<file path="config.mk">
export PLATFORM = sky130hd
export DESIGN_NAME = llbit_monitor
export DESIGN_NICKNAME = d
export VERILOG_FILES = /design/src/rtl/llbit_monitor.sv
export SDC_FILE = /design/constraint.sdc
export NUM_CORES = 1
export LEC_CHECK = 0
export ABC_AREA = 1
export CAP_MARGIN = 20
export CORE_MARGIN = 4
export CORE_UTILIZATION = 41
export CTS_CLUSTER_DIAMETER = 50
export DETAILED_ROUTE_END_ITERATION = 7
export HOLD_SLACK_MARGIN = 0.12
export PLACE_DENSITY = 0.84
export SKIP_CTS_REPAIR_TIMING = 1
export SYNTH_ARGS = -nofsm -noshare
export SYNTH_HDL_FRONTEND = slang
export SYNTH_HIERARCHICAL = 1
export SYNTH_SLANG_ARGS = --single-unit
</file>
<file path="constraint.sdc">
create_clock -name clk -period 1.7 [get_ports clk]
set_clock_uncertainty 0.1 [all_clocks]
set_input_delay 0.425 -clock clk [delete_from_list [all_inputs] [get_ports clk]]
set_output_delay 0.425 -clock clk [all_outputs]
set_load 0.005 [all_outputs]
</file>
<file path="src/rtl/llbit_monitor.sv">
// Multi-channel LL/SC reservation monitor.
// Each channel keeps one reservation (valid, granule tag, age).
// SC results are returned one cycle after the SC commit.

module llbit_ch #(
    parameter int CH        = 0,
    parameter int ADDR_W    = 32,
    parameter int GRAN_BITS = 4,
    parameter int TIMEOUT   = 1024,
    parameter int SNP_W     = 1
) (
    input  logic              clk,
    input  logic              rst_n,
    input  logic              ll_en,
    input  logic [ADDR_W-1:0] ll_addr,
    input  logic              sc_en,
    input  logic [ADDR_W-1:0] sc_addr,
    input  logic              excp,
    input  logic              clr,
    input  logic              snp_en,
    input  logic [SNP_W-1:0]  snp_ch,
    input  logic [ADDR_W-1:0] snp_addr,
    output logic              sc_vld,
    output logic              sc_ok,
    output logic              llbit
);
    localparam int TAG_W = ADDR_W - GRAN_BITS;
    // A zero-timeout build keeps a 1-bit counter that never moves.
    localparam int AGE_W = (TIMEOUT == 0) ? 1 : $clog2(TIMEOUT + 1);
    localparam logic [AGE_W-1:0] AGE_MAX = AGE_W'((TIMEOUT > 0) ? TIMEOUT - 1 : 0);

    logic [TAG_W-1:0] tag;
    logic [AGE_W-1:0] age;
    logic             valid;
    logic             sc_match;
    logic             snp_hit;
    logic             timeout;

    assign sc_match = (sc_addr[ADDR_W-1:GRAN_BITS] == tag);
    // Own stores never kill the reservation; an out-of-range id is an external agent.
    assign snp_hit  = snp_en && (snp_ch != SNP_W'(CH)) && valid &&
                      (snp_addr[ADDR_W-1:GRAN_BITS] == tag);
    assign timeout  = (TIMEOUT != 0) && valid && (age == AGE_MAX);
    assign llbit    = valid;

    // Granule offset bits take no part in the tag compare.
    generate
        if (GRAN_BITS > 0) begin : g_gran
            logic unused_gran;
            assign unused_gran = ^{ll_addr[GRAN_BITS-1:0], sc_addr[GRAN_BITS-1:0],
                                   snp_addr[GRAN_BITS-1:0]};
        end
    endgenerate

    // Reservation update in priority order: kill, SC, LL, snoop, timeout, age.
    always_ff @(posedge clk) begin
        if (!rst_n) begin
            valid  <= 1'b0;
            tag    <= '0;
            age    <= '0;
            sc_vld <= 1'b0;
            sc_ok  <= 1'b0;
        end else begin
            sc_vld <= sc_en;
            sc_ok  <= 1'b0;
            if (excp || clr) begin
                valid <= 1'b0;
            end else if (sc_en) begin
                sc_ok <= valid && sc_match && !snp_hit;
                valid <= 1'b0;
            end else if (ll_en) begin
                valid <= 1'b1;
                tag   <= ll_addr[ADDR_W-1:GRAN_BITS];
                age   <= '0;
            end else if (snp_hit || timeout) begin
                valid <= 1'b0;
            end else if (valid && (TIMEOUT != 0) && (age != AGE_MAX)) begin
                age <= age + 1'b1;
            end
        end
    end
endmodule

module llbit_monitor #(
    parameter int NUM_CH    = 2,
    parameter int ADDR_W    = 32,
    parameter int GRAN_BITS = 4,
    parameter int TIMEOUT   = 1024,
    parameter int SNP_W     = (NUM_CH > 1) ? $clog2(NUM_CH) : 1
) (
    input  logic                     clk,
    input  logic                     rst_n,
    input  logic [NUM_CH-1:0]        ll_en,
    input  logic [NUM_CH*ADDR_W-1:0] ll_addr,
    input  logic [NUM_CH-1:0]        sc_en,
    input  logic [NUM_CH*ADDR_W-1:0] sc_addr,
    input  logic [NUM_CH-1:0]        excp,
    input  logic [NUM_CH-1:0]        clr,
    input  logic                     snp_en,
    input  logic [SNP_W-1:0]         snp_ch,
    input  logic [ADDR_W-1:0]        snp_addr,
    output logic [NUM_CH-1:0]        sc_vld_o,
    output logic [NUM_CH-1:0]        sc_ok_o,
    output logic [NUM_CH-1:0]        llbit_o
);
    // One independent reservation slice per channel; the snoop fans out to all.
    generate
        for (genvar c = 0; c < NUM_CH; c++) begin : g_ch
            llbit_ch #(
                .CH        (c),
                .ADDR_W    (ADDR_W),
                .GRAN_BITS (GRAN_BITS),
                .TIMEOUT   (TIMEOUT),
                .SNP_W     (SNP_W)
            ) u_ch (
                .clk      (clk),
                .rst_n    (rst_n),
                .ll_en    (ll_en[c]),
                .ll_addr  (ll_addr[c*ADDR_W +: ADDR_W]),
                .sc_en    (sc_en[c]),
                .sc_addr  (sc_addr[c*ADDR_W +: ADDR_W]),
                .excp     (excp[c]),
                .clr      (clr[c]),
                .snp_en   (snp_en),
                .snp_ch   (snp_ch),
                .snp_addr (snp_addr),
                .sc_vld   (sc_vld_o[c]),
                .sc_ok    (sc_ok_o[c]),
                .llbit    (llbit_o[c])
            );
        end
    endgenerate
endmodule
</file>
==> reports/metrics.csv <==
stage;metric;value;unit
cts;clk_path_buf_depth;2;
cts;cts_buffers;9;
floorplanning;design.core.area;11600;um2
grt;grt_max_degree;33;
floorplanning;die_h;118;um
floorplanning;start_util;42.5;%
critical_path;cp.arrival;1.85;ns
cts;clk_latency;0.34;ns
yosys;ys_ff_latch;84;
grt;grt_pass1_wl;25.5;mm
critical_path;critPathKind;input port to flip-flop;
grt;antenna_found_initial;2;
sta;slew_headroom;77.5;%
place;place_ws;-0.597;ns
worst_hold_path;min_path_type;input port to flip-flop;
place;hpwl;13.0;mm
floorplanning;die_area;13900;um2
critical_path;worst_path_max_delay_cell;clkdlybuf4s50_1;
detailed_routing;drt-wirelength-per-cell;15.9;um
floorplanning;ioPinCount;178;
critical_path;cp.required;1.87;ns
pwr;ir_drop;0.423;mV
sta;finalSetupViolCount;0;
yosys;seq_area_frac_synth;34.0;%
place;port_buffers;157;
cts;clk_pin_slew;0.06;ns
detailed_routing;vias_per_cell;5.19;
yosys;synth.distinct_cells;38;
sta;hold_violations;0;
yosys;synth_xor_area_share;10.1;%
grt;grt-ovfl-total;0;
critical_path;path_cells;clkdlybuf4s50_1 > nor2_2 > nand3_2 > buf_4 > o21ai_0 > nand2_1 > a21oi_2;
cts;cts_tree;built;
sta;tightest_slew;0.335;ns
pwr;cellPowerDensity;652;nW/um2
final_layout;fin_nets;1104;
cts;cts.sinks;84;
critical_path;crit_path_end_kind;flip-flop;
cts;cts_root_buffer;clkbuf_16;
cts;h-tree-depth;3;
detailed_routing;dr.pass1.iters;5;
yosys;synthAdderAreaFrac;0.507;%
floorplanning;die_w;118;um
floorplanning;rows;39;
detailed_routing;ant_nets;0;
pwr;p_leak;3.36;nW
place;gp_congestion;0.945;
run_status;status;complete, no violations;
detailed_routing;drt_iter0_drc;463;
yosys;synth_top_family_by_area;simple AND/OR/NAND/NOR gates;
sta;period_share;98.8;%
sta;worst_slack;0.0208;ns
detailed_routing;drc;0;
grt;grt_pass1_vias;5354;
yosys;yosysWarnings;6;
final_layout;final_cells;1079;
sta;grt_setup_unrepaired;true;
yosys;synth_mux_area_share;0;%
detailed_routing;routed_wl;17.2;mm
final_layout;areaGrowthSynthToFinish;56.0;%
critical_path;setup.worst_path.start_class;input port;
critical_path;max_stage_delay;0.41;ns
yosys;synth-simple-area-share;25.9;%
critical_path;cp_max_fo;8;
final_layout;fillCellCount;950;
yosys;synth_nets;905;
sta;slew_violations;0;
detailed_routing;vias;5602;
sta;period_needed;1.68;ns
place;dp_cells;1049;
sta;max_freq;596;MHz
grt;track_usage;22.7;%
sta;timing.hold.ws;0.291;ns
yosys;syn-cell-area;4940;um2
yosys;synth_compound_area_share;20.2;%
final_layout;final_layout_size_suffix_gt1_share;19.0;%
yosys;postSynthCellCount;731;
yosys;syn_avg_cell_area;6.76;um2
flow_run;maxCapViolCount;0;
## synthesized netlist by cell type (all sizes together)
master / instances / area share [%]
inv: 92 / 7.0
a221oi: 2 / 0.35
or2: 4 / 0.51
nor2: 67 / 5.7
o211ai: 1 / 0.15
nand3b: 1 / 0.15
nor4: 7 / 0.89
a21oi: 77 / 8.0
xor2: 14 / 2.5
buf: 5 / 0.76
o21ai: 78 / 7.9
clkbuf: 18 / 1.4
a31o: 3 / 0.53
o31ai: 1 / 0.15
o2111ai: 2 / 0.35
dfxtp: 84 / 34
nor3: 7 / 0.81
clkinv: 2 / 0.15
nand4: 7 / 1.1
ha: 2 / 0.51
nand2: 164 / 13
nand3: 30 / 3.3
o22ai: 10 / 1.3
xnor2: 43 / 7.6
and3: 1 / 0.13
a211oi: 3 / 0.46
a22o: 6 / 1.1
## routing by layer
metal | vias to the layer above | track usage, % | part of all wire (%)
met3 | 32 | 5.38 | 6.5
met4 | 2 | 8.94 | 2.2
met1 | 2573 | 28.2 | 42
met2 | 211 | 37.8 | 50
li1 | 2784 | - | -
met5 | - | 0 | 0.076
## cells in the final DEF, fill, tap and decap left out, types with 5 or more instances in the layout
cell	instances
xnor2_1	39
nor3_1	6
nand4_1	5
a22o_1	6
o21ai_0	75
a21oi_2	7
dfxtp_1	57
nor4_1	6
xor2_1	14
dfxtp_2	25
nor2_4	5
o22ai_1	10
inv_2	11
nand3_2	6
dlymetal6s2s_1	37
nand2_1	150
clkdlybuf4s50_1	118
nor2_2	13
clkbuf_16	9
nand3_1	22
nor2_1	49
a21oi_1	70
nand2_2	10
inv_1	79
buf_4	46
## state kept, by name, indices dropped and copies added (netlist names)
signal            flops
g_ch.u_ch/sc_vld      2
g_ch.u_ch/llbit       2
g_ch.u_ch/tag        56
g_ch.u_ch/age        22
g_ch.u_ch/sc_ok       2
## logic make-up (layout without fill, tap and decap cells)
family / after synthesis / count (layout)
and+or+nand+nor: 288 / 290
buffers and inverters: 117 / 319
xor gates and xnor gates: 57 / 57
AOI/OAI and AO/OA: 183 / 183
DFF: 84 / 84
other: 0 / 1
adders and majority gates: 2 / 2
## worst max-delay path, delay by kind of cell
| kind | cells | cell delay, ns |
|---|---|---|
| buffers and inverters | 2 | 0.64 |
| AND/OR/NAND/NOR | 3 | 0.45 |
| AO/OA/AOI/OAI | 2 | 0.32 |
## stage by stage
stage / setup TNS (ns) / area, um2 / util [%] / total power [mW]
after floorplan: 0 / 4940 / - / 2.48
after global placement: -21.57 / 6910 / 59.5 / 2.99
after detailed placement: -23.92 / 6910 / 59.5 / 3.01
after CTS: -4.74 / 7220 / 62.1 / 5.01
after global routing: -1.07 / 7710 / 66.4 / 5.25
final: 0 / 7710 / 66.4 / 5.02
## final timing paths
check,from,endpoint,slack [ns],cells past startpoint
min,sc_en[1],g_ch[1].u_ch/sc_vld,0.29,3
min reg2reg,g_ch[0].u_ch/tag[4],g_ch[0].u_ch/tag[4],0.37,2
max reg2reg,g_ch[1].u_ch/tag[20],g_ch[1].u_ch/age[1],0.02,10
max,clr[0],g_ch[0].u_ch/age[10],0.02,7
## report_power, final
| group | total [mW] | switching (mW) | internal, mW |
|---|---|---|---|
| clock network | 2.01 | 0.798 | 1.21 |
| registers | 2.08 | 0.0538 | 2.03 |
| logic | 0.930 | 0.403 | 0.526 |
## layout make-up
type,count,area (um2),share of cell area (%)
timing repair buffer,209,2080,27.0
antenna,1,2.50,0.0325
clock buffer,12,256,3.33
sequential,84,1720,22.3
multi-input combinational,532,3060,39.7
tap,143,179,2.32
clock inverter,4,47.5,0.617
inverter,94,358,4.64
No activity file was read; power rests on OpenSTA's default activity.
